<file path="config.mk">
export PLATFORM = sky130hd
export DESIGN_NAME = uart_tx
export DESIGN_NICKNAME = d
export VERILOG_FILES = /design/src/rtl/uart_tx.sv
export SDC_FILE = /design/constraint.sdc
export NUM_CORES = 1
export LEC_CHECK = 0
export BUFFER_PORTS_ARGS = -buffer_cell sky130_fd_sc_hd__buf_2
export CAP_MARGIN = 10
export CORE_UTILIZATION = 45
export DETAILED_ROUTE_END_ITERATION = 6
export GPL_TIMING_DRIVEN = 0
export SETUP_SLACK_MARGIN = 0.02
export SYNTH_ARGS = -nofsm -noshare
export SYNTH_HDL_FRONTEND = slang
export SYNTH_SLANG_ARGS = --single-unit
</file>
<file path="constraint.sdc">
create_clock -name clk -period 2.5 [get_ports clk]
set_clock_uncertainty 0.2 [all_clocks]
set_input_delay 0 -clock clk [delete_from_list [all_inputs] [get_ports clk]]
set_output_delay 0 -clock clk [all_outputs]
set_load 0.03 [all_outputs]
</file>
<file path="src/rtl/uart_tx.sv">
// uart_tx: UART transmitter, 8 data bits LSB first, optional parity, one stop bit
// (two stop bits when UART_TX_TWO_STOP_EN is defined). Bit timing comes from the
// rising edges of the baud generator's sample_clk level; every bit spans OVS ticks.
//
// Parameters:
//   OVS       sample_clk ticks per bit (2..16)
//   IDLE_LVL  txd level when idle, in reset or disabled
// Ports:
//   clk, rst     clock, synchronous active-high reset
//   sample_clk   baud-generator level; each rising edge is one tick
//   tx_en        enable; low aborts any frame and forces idle
//   no_parity    1 = frame carries no parity bit
//   ev_parity    1 = even parity, 0 = odd parity
//   tx_load      one-clk strobe, accepted only while tx_ready=1
//   tx_data      byte to send
//   tx_ready     idle and enabled, a load is accepted (registered)
//   txd          serial output (registered)
//   tx_ok        one-clk pulse at the end of the stop bit(s) (registered)
// Macro: UART_TX_TWO_STOP_EN selects two stop bits.

module uart_tx #(
  parameter int unsigned OVS      = 16,
  parameter logic        IDLE_LVL = 1'b1
) (
  input  logic       clk,
  input  logic       rst,
  input  logic       sample_clk,
  input  logic       tx_en,
  input  logic       no_parity,
  input  logic       ev_parity,
  input  logic       tx_load,
  input  logic [7:0] tx_data,
  output logic       tx_ready,
  output logic       txd,
  output logic       tx_ok
);

  localparam int unsigned TICK_W = 4;
  localparam int unsigned BIT_W  = 3;
  localparam int unsigned DATA_W = 8;
  localparam logic [TICK_W-1:0] TICK_LAST = TICK_W'(OVS - 1);
  localparam logic [BIT_W-1:0]  BIT_LAST  = BIT_W'(DATA_W - 1);

  typedef enum logic [2:0] {
    S_IDLE,
    S_START,
    S_DATA,
    S_PARITY,
    S_STOP
  } state_e;

  state_e              state_q, state_d;
  logic                sc_prev_q, sc_prev_d;
  logic [TICK_W-1:0]   tick_cnt_q, tick_cnt_d;
  logic [BIT_W-1:0]    bit_cnt_q, bit_cnt_d;
  logic [DATA_W-1:0]   shift_q, shift_d;
  logic                par_q, par_d;
  logic                np_q, np_d;
  logic                txd_q, txd_d;
  logic                tx_ok_q, tx_ok_d;
  logic                tx_ready_q, tx_ready_d;
`ifdef UART_TX_TWO_STOP_EN
  logic                stop_cnt_q, stop_cnt_d;
`endif

  logic tick;
  logic last_tick;
  logic load;

  // State and datapath registers
  always_ff @(posedge clk) begin
    if (rst) begin
      state_q    <= S_IDLE;
      sc_prev_q  <= 1'b0;
      tick_cnt_q <= '0;
      bit_cnt_q  <= '0;
      shift_q    <= '0;
      par_q      <= 1'b0;
      np_q       <= 1'b0;
      txd_q      <= IDLE_LVL;
      tx_ok_q    <= 1'b0;
      tx_ready_q <= 1'b0;
`ifdef UART_TX_TWO_STOP_EN
      stop_cnt_q <= 1'b0;
`endif
    end else begin
      state_q    <= state_d;
      sc_prev_q  <= sc_prev_d;
      tick_cnt_q <= tick_cnt_d;
      bit_cnt_q  <= bit_cnt_d;
      shift_q    <= shift_d;
      par_q      <= par_d;
      np_q       <= np_d;
      txd_q      <= txd_d;
      tx_ok_q    <= tx_ok_d;
      tx_ready_q <= tx_ready_d;
`ifdef UART_TX_TWO_STOP_EN
      stop_cnt_q <= stop_cnt_d;
`endif
    end
  end

  // Next-state and output logic
  always_comb begin
    state_d    = state_q;
    sc_prev_d  = sample_clk;
    tick_cnt_d = tick_cnt_q;
    bit_cnt_d  = bit_cnt_q;
    shift_d    = shift_q;
    par_d      = par_q;
    np_d       = np_q;
    txd_d      = txd_q;
    tx_ok_d    = 1'b0;
    tx_ready_d = 1'b0;
`ifdef UART_TX_TWO_STOP_EN
    stop_cnt_d = stop_cnt_q;
`endif

    tick      = sample_clk & ~sc_prev_q & tx_en;
    last_tick = tick & (tick_cnt_q == TICK_LAST);
    // tx_ready_q already implies idle; tx_en is rechecked so an abort beats a load
    load      = tx_load & tx_ready_q & tx_en;

    // Shared per-bit tick counter; wrapping marks the end of the current bit
    if ((state_q != S_IDLE) && tick) begin
      tick_cnt_d = last_tick ? '0 : tick_cnt_q + TICK_W'(1);
    end

    case (state_q)
      S_IDLE: begin
        txd_d = IDLE_LVL;
        if (load) begin
          state_d    = S_START;
          shift_d    = tx_data;
          par_d      = ev_parity ? ^tx_data : ~^tx_data;
          np_d       = no_parity;
          tick_cnt_d = '0;
          bit_cnt_d  = '0;
          txd_d      = 1'b0;
`ifdef UART_TX_TWO_STOP_EN
          stop_cnt_d = 1'b0;
`endif
        end
      end
      S_START: begin
        if (last_tick) begin
          state_d = S_DATA;
          txd_d   = shift_q[0];
        end
      end
      S_DATA: begin
        if (last_tick) begin
          shift_d = {1'b0, shift_q[DATA_W-1:1]};
          if (bit_cnt_q == BIT_LAST) begin
            bit_cnt_d = '0;
            if (np_q) begin
              state_d = S_STOP;
              txd_d   = 1'b1;
            end else begin
              state_d = S_PARITY;
              txd_d   = par_q;
            end
          end else begin
            bit_cnt_d = bit_cnt_q + BIT_W'(1);
            txd_d     = shift_d[0];
          end
        end
      end
      S_PARITY: begin
        if (last_tick) begin
          state_d = S_STOP;
          txd_d   = 1'b1;
        end
      end
      S_STOP: begin
        if (last_tick) begin
`ifdef UART_TX_TWO_STOP_EN
          if (!stop_cnt_q) begin
            stop_cnt_d = 1'b1;
          end else begin
            stop_cnt_d = 1'b0;
            state_d    = S_IDLE;
            txd_d      = IDLE_LVL;
            tx_ok_d    = 1'b1;
          end
`else
          state_d = S_IDLE;
          txd_d   = IDLE_LVL;
          tx_ok_d = 1'b1;
`endif
        end
      end
      default: begin
        state_d = S_IDLE;
        txd_d   = IDLE_LVL;
      end
    endcase

    // Disable aborts the frame unconditionally; the byte in flight is dropped
    if (!tx_en) begin
      state_d    = S_IDLE;
      tick_cnt_d = '0;
      bit_cnt_d  = '0;
      txd_d      = IDLE_LVL;
      tx_ok_d    = 1'b0;
`ifdef UART_TX_TWO_STOP_EN
      stop_cnt_d = 1'b0;
`endif
    end

    // Ready only after a full idle cycle, so it rises the cycle after tx_ok
    tx_ready_d = tx_en & (state_q == S_IDLE) & (state_d == S_IDLE);
  end

  assign tx_ready = tx_ready_q;
  assign txd      = txd_q;
  assign tx_ok    = tx_ok_q;

endmodule

</file>
# == Word level (Yosys, flattened, before mapping) ==
# Cells that the tools add are included.
# Widths: inputs -> output; s select.
# op_classes
add_sub_neg,2
n_mul,0
div_mod_pow,0
order_cmp,0
eq_ne,10
shifts,0
muxes,29
n_bitwise,10
n_reduce_logical,13
# ops
op,count
$mux 3,11
$mux 4,4
$mux 8,2
$pmux 8 s2,1
$pmux 3 s5,1
$mux 1,8
$reduce_xnor 8->1,1
$reduce_xor 8->1,1
$and 1x1->1,7
$eq 3x2->1 const B,2
$eq 3x3->1 const B,2
$logic_not 3->1,2
$ne 2x2->1 const B,3
$pmux 3 s2,1
$reduce_and 3->1,2
$add 4x1->4 const B,1
$eq 4x4->1 const B,1
$pmux 1 s4,1
$reduce_or 2->1,2
$add 3x1->3 const B,1
$eq 3x1->1 const B,1
$not 1->1,3
$reduce_bool 3->1,1
$reduce_or 3->1,1
4 further kinds,4
# totals
regBits,24
latchBits,0
ramBits,0
romBits,0
inputBits,15
out_inout_bits,3
wordCells,74
memories,0

# == Logic depth before layout (Yosys ltp) ==
# Gate-level depths: netlist (run 1).
# logic_depth
ltp_word,9
mapped_depth,7
mapped_depth_nobuf,6

# == Worst setup path before layout (run 1) ==
# No wires, ideal clock.
# synth_path
path_kind,register to register
start,register state_q[0]
end,register shift_q[0]
setup_time_ns,0.143
arrival_ns,1.349
required_time_ns,2.157
path_slack_ns,0.808
stages_incl_launch_ff,7
n_path_buf,2
period_less_slack_ns,1.692
path_cell_list,dfxtp_1 -> buf_4 -> or3_4 -> or2_1 -> buf_6 -> nand2_8 -> a211oi_2
# synth_via
elab_chain_cells,3
word_cells_on_any_way,7
classes_between,eq/ne (3); mux (1); reduce/logical (3)
# synth_lines
item,line_no,rtl
start: declaration,52,"state_e state_q, state_d;"
start signal: assignment,87,state_q <= state_d;
$eq 3x2->1 / $logic_not 3->1 (equally long branches),129,case (state_q)
$ne 2x2->1 (no source line) / $reduce_bool 2->1 (equally long branches),n/a,
$reduce_and 3->1 (no source line),n/a,
end signal: assignment,91,shift_q <= shift_d;
end: declaration,56,"logic [DATA_W-1:0] shift_q, shift_d;"
# Parallel ways exist; a longest one is shown, timed or not.
# A chain may end at the register's enable or synchronous reset.

# == Worst setup path in the final report (run 1) ==
# layout_path
start,register tick_cnt_q[0]
end,register shift_q[6]
# layout_via
elab_chain_cells,4
# layout_lines
item,line_no,rtl
start: declaration,54,"logic [TICK_W-1:0] tick_cnt_q, tick_cnt_d;"
start signal: assignment,89,tick_cnt_q <= tick_cnt_d;
$eq 4x4->1,120,last_tick = tick & (tick_cnt_q == TICK_LAST);
$and 1x1->1,120,
$ne 2x2->1 (no source line),n/a,
$reduce_and 3->1 (no source line),n/a,
# Every way passes these cells.

==> results of run 1 <==
-- report_power, final --
group	switching (mW)	internal, mW	leakage [nW]
Combinational	0.0504	0.0559	0.379
Clock	0.118	0.0890	0.0210
Sequential	0.00446	0.390	0.194
-- layer usage --
| metal | track usage (%) | share of wire [%] | vias to the layer above |
|---|---|---|---|
| met5 | 0 | 0 | - |
| met4 | 9.41 | 1.2 | 0 |
| met3 | 3.69 | 4.2 | 5 |
| met2 | 34.1 | 45 | 39 |
| met1 | 27.3 | 50 | 555 |
| li1 | - | - | 597 |
-- per-stage QoR --
stage               instances  setup WS, ns  cell area (µm²)  power [mW]  util [%]
finish                    210         0.660             1640       0.708      58.3
global route              210         0.542             1640       0.739      58.3
CTS                       210         0.656             1640       0.712      58.3
detailed placement        194         0.687             1480       0.494      52.8
global placement          194         0.721             1480       0.493      52.8
floorplan                 146         0.808             1360       0.466         -
-- sequential cells by signal (all words and copies together) (netlist names) --
register    flops
bit_cnt_q       3
np_q            1
par_q           1
sc_prev_q       1
shift_q         8
state_q         3
tick_cnt_q      4
tx_ok           1
tx_ready        1
txd             1
-- path summary, 6_finish.rpt --
kind | start | end | slack (ns) | depth (start not counted)
setup / recovery | tick_cnt_q[0] | shift_q[6] | 0.66 | 6
hold / removal | sample_clk | state_q[1] | 0.02 | 4
hold reg to reg | bit_cnt_q[2] | bit_cnt_q[2] | 0.29 | 2
setup reg to reg | tick_cnt_q[0] | shift_q[6] | 0.66 | 6
-- critical path: stages (launching register included) --
cell and delay [ns]:
dfxtp_1 0.37, ha_1 0.25, and3_1 0.26, and3_1 0.18, buf_4 0.17, nor3_1 0.21, a211oi_2 0.07
-- layout make-up --
type	count	area [µm²]
clock buffer	4	36.3
buffer	9	72.6
multi-input combinational	111	796
sequential	24	480
fill	259	1170
tap	31	38.8
timing repair buffer	29	205
inverter	2	7.51
-- cell families (layout without fill, tap and decap cells) --
| family | after synthesis | count (layout) | share of synthesized area, % |
|---|---|---|---|
| and+or+nand+nor | 60 | 60 | 26.1 |
| AOI/OAI and AO/OA | 32 | 32 | 17.7 |
| DFF | 24 | 24 | 35.4 |
| buffers and inverters | 11 | 44 | 5.90 |
| xor gates and xnor gates | 8 | 8 | 6.18 |
| muxes | 8 | 8 | 5.90 |
| adders and majority gates | 3 | 3 | 2.77 |
-- timing repair --
action / in CTS / in global routing
setup endpoints to repair: 0 / 0
hold buffers: 12 / 0
hold endpoints to repair: 24 / 0
-- layout by cell type (no fill, tap or decap), types with 2 or more instances in the layout --
cell / count
a211oi_2: 8
a21oi_1: 11
and3_1: 2
buf_2: 18
buf_4: 4
buf_6: 3
clkbuf_4: 3
dfxtp_1: 24
dlygate4sd3_1: 12
ha_1: 3
inv_1: 2
mux2i_1: 8
nand2_1: 9
nand2b_1: 2
nand3_1: 10
nand3b_1: 2
nor2_1: 7
nor2b_1: 2
nor3_1: 10
nor3b_1: 2
nor4_1: 2
o21ai_0: 5
or3_1: 2
xnor2_1: 5
xor2_1: 2
==> impl_results.md, run 1 <==
- Status: finished with violations
- Failing checks: DRC
- Min Tclk post-route: 1.84 ns
- Cell taking the most area after synthesis: dfxtp_1
- Post-synth top area share: 35.4%
- Pleak: 0.594 nW
- Yosys warns: 0
- Final ANT Viol Nets: 0
- Clk slew on worst S/H paths: 0.13 ns
- Largest net degree at the start of global routing: 14
- Root Driver: clkbuf_4
- WP data arrival: 1.83 ns
- Clock Latency Late Sink: 0.32 ns
- Maxcap violations: 0
- Relative slew slack: 57.3%
- CTS max path bufs: 2
- Die width: 56.9 µm
- RSZ-0062 raised after global routing: no
- Sequential cell area fraction in the yosys report: 35.4%
- Total gr overflow: 0
- Final period util: 73.6%
- Initial Util: 48.3%
- Placer Congestion: 0.895
- Pre-antenna DRT Iters: 6
- Layout Nets: 198
- Synth top area cells: dfxtp_1 35%, a211oi_2 7.4%, mux2i_1 5.9%, a21oi_1 4.1%, nand3_1 3.7%
- Syn Nets: 164
- Fmax achieved: 543 MHz
- I/O pin count: 18
- Yosys reg bits: 24
- Final wirelength: 3020 µm
- Resize count post-CTS: 0
- Setup bufs post-CTS: 0
- Fin. max-slew vios: 0
- Max IR drop VDD: 0.000215 V
- Worst slew pin tran: 0.640 ns
- Initial DRC count: 55
- Layout cells sized above 1: 25.1%
- CP endpoint kind: flip-flop
- Initial antenna violation count: 0
- Cells after synthesis: 146
- Routed WL per cell: 14.4 µm
- Min Hold Slack: 0.0190 ns
- Pwr per Cell Area: 432 nW/µm²
- Die ar.: 3240 µm²
- Clk sinks: 24
- DR vias: 1196
- Worst EP required: 2.49 ns
- Synthesized area per cell: 9.29 µm²
- Final Hold Vio Count: 0
- Core box area: 2810 µm²
- Crit start category: flip-flop
- CTS tree: built
- Die span in y: 56.9 µm
- Residual DRC: 2
- Port Buffers: 17
- Post-synth EDFFs: 0
- Count of inserted antenna diode cells: 0
- CP max FO: 10
- Hold crit path type: input pin to flip-flop
- TNS Setup: 0 ns
- Mapped Area: 1360 µm²
- Ys async rst share: 0%
- Crit Path Class: flip-flop to flip-flop
- Avg Vias per Cell: 5.70
- Area delta synth->final: 20.7%
- Final setup violation count: 0
- Post-synth top cells: 24 x dfxtp_1, 11 x a21oi_1, 10 x nand3_1, 10 x nor3_1, 9 x nand2_1
- Number of H-tree levels: 1
- Top FF cell, synth: dfxtp_1
- Number of global-route vias before repair: 1202
- Top-count cell post-synth: dfxtp_1
- Gr usage total: 21.0%
- Inserted Clock Buffers: 3
- Dpl hpwl: 2160 µm
- Synth unique cells: 43
- First-pass GRT wire length: 5250 µm
- FP Rows: 19
Note: power is estimated with default switching activity, not from simulation.
==> run 2: changes to the inputs <==
--- a/config.mk
+++ b/config.mk
@@ -10,6 +10,7 @@
 export CORE_UTILIZATION = 45
 export DETAILED_ROUTE_END_ITERATION = 6
 export GPL_TIMING_DRIVEN = 0
+export PLACE_DENSITY = 0.67
 export SETUP_SLACK_MARGIN = 0.02
 export SYNTH_ARGS = -nofsm -noshare
 export SYNTH_HDL_FRONTEND = slang
==> constraint.sdc (replaced) <==
create_clock -name clk -period 1.6 [get_ports clk]
set_clock_uncertainty 0.2 [all_clocks]
set_input_delay 0 -clock clk [delete_from_list [all_inputs] [get_ports clk]]
set_output_delay 0 -clock clk [all_outputs]
set_load 0.03 [all_outputs]
==> run 2 against run 1 <==
Against the previous run:
- the flow finishes with violations (setup timing)
- sequential power grew 56%
- combinational power grew 70%
- sequential share of layout area shrank 3.3 points
- final area grew 16%
- worst setup slack lost 0.76 ns
- critical path type unchanged
- largest power group unchanged
==> impl_results.md, run 2 (synthesis gave the netlist of run 1 again) <==
- RSZ-0062 raised after global routing: yes (was no)
- Most common cell after layout, fill and taps aside: buf_2 (was dfxtp_1)
- Clk sinks: 24 (unchanged)
- WP buf/inv: 1 (unchanged)
- Port Buffers: 17 (unchanged)
- Worst r2r path cells: 5 (was 6)
- Number of global-route vias before repair: 1239 (was 1202)
- Status: finished with violations (unchanged)
- First-pass GRT wire length: 5490 µm (was 5250 µm)
- Worst EP required: 1.59 ns (was 2.49 ns)
- Core box area: 2810 µm² (unchanged)
- Multi-input logic area: 940 µm² (was 796 µm²)
- Worst slew pin tran: 0.695 ns (was 0.640 ns)
- FP Rows: 19 (unchanged)
- Residual DRC: 0 (was 2)
- Final Hold Vio Count: 0 (unchanged)
- WP data arrival: 1.69 ns (was 1.83 ns)
- Largest regs: shift_q: 8 flops, tick_cnt_q: 4 flops (unchanged)
- CP max FO: 8 (was 10)
- Layout Nets: 210 (was 198)
- Maxcap violations: 0 (unchanged)
- TNS Setup: -1.18 ns (was 0 ns)
- Number of H-tree levels: 1 (unchanged)
- Clk slew on worst S/H paths: 0.14 ns (was 0.13 ns)
- Final wirelength: 3410 µm (was 3020 µm)
- Pre-antenna DRT Iters: 4 (was 6)
- Crit start category: flip-flop (unchanged)
- Biggest register: shift_q (unchanged)
- Routed WL per cell: 15.4 µm (was 14.4 µm)
- Total gr overflow: 0 (unchanged)
- Relative slew slack: 53.6% (was 57.3%)
- Root Driver: clkbuf_4 (unchanged)
- Min Tclk post-route: 1.70 ns (was 1.84 ns)
- Max incr delay on CP: 0.42 ns (was 0.37 ns)
- Finished Layout Cells: 222 (was 210)
- Pre-CTS setup slack: -0.249 ns (was 0.687 ns)
- Die ar.: 3240 µm² (unchanged)
- Layout cells sized above 1: 45.5% (was 25.1%)
- Area delta synth->final: 40.0% (was 20.7%)
- Fmax achieved: 589 MHz (was 543 MHz)
- DR vias: 1279 (was 1196)
- Max reg flops: 8 (unchanged)
- Hold crit path type: input pin to flip-flop (unchanged)
- DP Area: 1510 µm² (was 1480 µm²)
- Post-Layout Inst Area: 1900 µm² (was 1640 µm²)
- I/O pin count: 18 (unchanged)
- Initial DRC count: 54 (was 55)
- Final core utilization: 67.7% (was 58.3%)
- Crit Path Class: flip-flop to flip-flop (unchanged)
- Avg Vias per Cell: 5.76 (was 5.70)
- Final ANT Viol Nets: 0 (unchanged)
- Die span in y: 56.9 µm (unchanged)
- Initial Util: 48.3% (unchanged)
- Crit-path slowest cell: or3_4 (was dfxtp_1)
- Register area: 494 µm² (was 480 µm²)
- Initial antenna violation count: 0 (unchanged)
- Largest net degree at the start of global routing: 14 (unchanged)
- Final setup violation count: 20 (was 0)
- Inserted Clock Buffers: 3 (unchanged)
- Fillers: 234 (was 259)
- CTS tree: built (unchanged)
- Overall power: 1.12 mW (was 708 µW)
- Dpl cells: 194 (unchanged)
- Count of inserted antenna diode cells: 0 (unchanged)
- Worst Hold End: state_q[1] (unchanged)
- FF-to-FF setup slack: -0.1 ns (was 0.66 ns)
- Gr usage total: 21.6% (was 21.0%)
- Min Hold Slack: 0.0416 ns (was 0.0190 ns)
- Placer Congestion: 0.883 (was 0.895)
- Commonest cells after routing, fill and taps aside: 18 x buf_2, 17 x dfxtp_1, 13 x buf_4, 12 x dlygate4sd3_1 (was 24 x dfxtp_1, 18 x buf_2, 12 x dlygate4sd3_1, 11 x a21oi_1)
- FF-to-FF End: shift_q[5] (was shift_q[6])
- Final period util: 106% (was 73.6%)
- Dpl hpwl: 2140 µm (was 2160 µm)
- Reg-to-reg startpoint: state_q[2] (was tick_cnt_q[0])
- Final WS setup: -0.0974 ns (was 0.660 ns)
- Pleak: 0.671 nW (was 0.594 nW)
- Failing checks: setup timing (was DRC)
- Pwr per Cell Area: 590 nW/µm² (was 432 nW/µm²)
- Max IR drop VDD: 0.000505 V (was 0.000215 V)
- Hold Path Depth: 4 (unchanged)
- Clock Latency Late Sink: 0.32 ns (about the same)
- Fin. max-slew vios: 0 (unchanged)
- CTS max path bufs: 2 (unchanged)
- Die width: 56.9 µm (unchanged)
- CP endpoint kind: flip-flop (unchanged)
- Crit path cell chain: or3_4 > or2_1 > buf_6 > nand2_8 > a211oi_2 (was ha_1 > and3_1 > and3_1 > buf_4 > nor3_1 > a211oi_2)
- HP Start: sample_clk (unchanged)
- Worst path top cell family by delay: simple AND/OR/NAND/NOR gates (unchanged)
[run 2: area by class of cell]
class	count	share of cell area, %
Sequential cell	24	26.0
Inverter	2	0.395
Tap cell	31	2.04
Clock buffer	4	1.91
Buffer	7	3.62
Multi-Input combinational cell	111	49.5
Timing Repair Buffer	43	16.5
[run 2: how the worst max path moves through the flow]
stage	startpoint	to	cells after the start
6_report	state_q[2]	shift_q[5]	5
4_1_cts	state_q[1]	txd	5
2_1_floorplan	state_q[2]	shift_q[0]	6
3_3_place_gp	tick_cnt_q[0]	shift_q[1]	6
3_5_place_dp	tick_cnt_q[0]	shift_q[5]	6
5_1_grt	bit_cnt_q[1]	tx_ready	7
[run 2: per-layer routing]
metal  share of wire, %  vias to the layer above  wire length, µm  global-route usage (%)
li1                   -                      624                -                       -
met1                 47                      609             1590                    28.2
met2                 47                       37             1610                    35.3
met3                3.9                        9              132                    3.00
met4                2.5                        0               85                    10.1
met5                  0                        -                0                       0
[run 2: tightest hold or removal path, delay by kind of cell]
family | cells | cell delay, ns
buffers and inverters | 1 | 0.11
and+or+nand+nor | 2 | 0.36
AOI/OAI and AO/OA | 1 | 0.05
[run 2: repair_timing]
action                     4_1_cts  5_1_grt
hold endpoints to repair        24        0
hold buffers                    12        0
setup buffers                    7        6
pin swaps                        9        8
gates resized for setup         22       17
cloned                           0        1
setup endpoints to repair       22       22
[run 2: where the power goes]
part	switching [mW]	internal (mW)	leakage [nW]	total (mW)
Sequential	0.0100	0.606	0.199	0.616
Combinational	0.0843	0.0960	0.452	0.180
Clock	0.185	0.139	0.0210	0.324
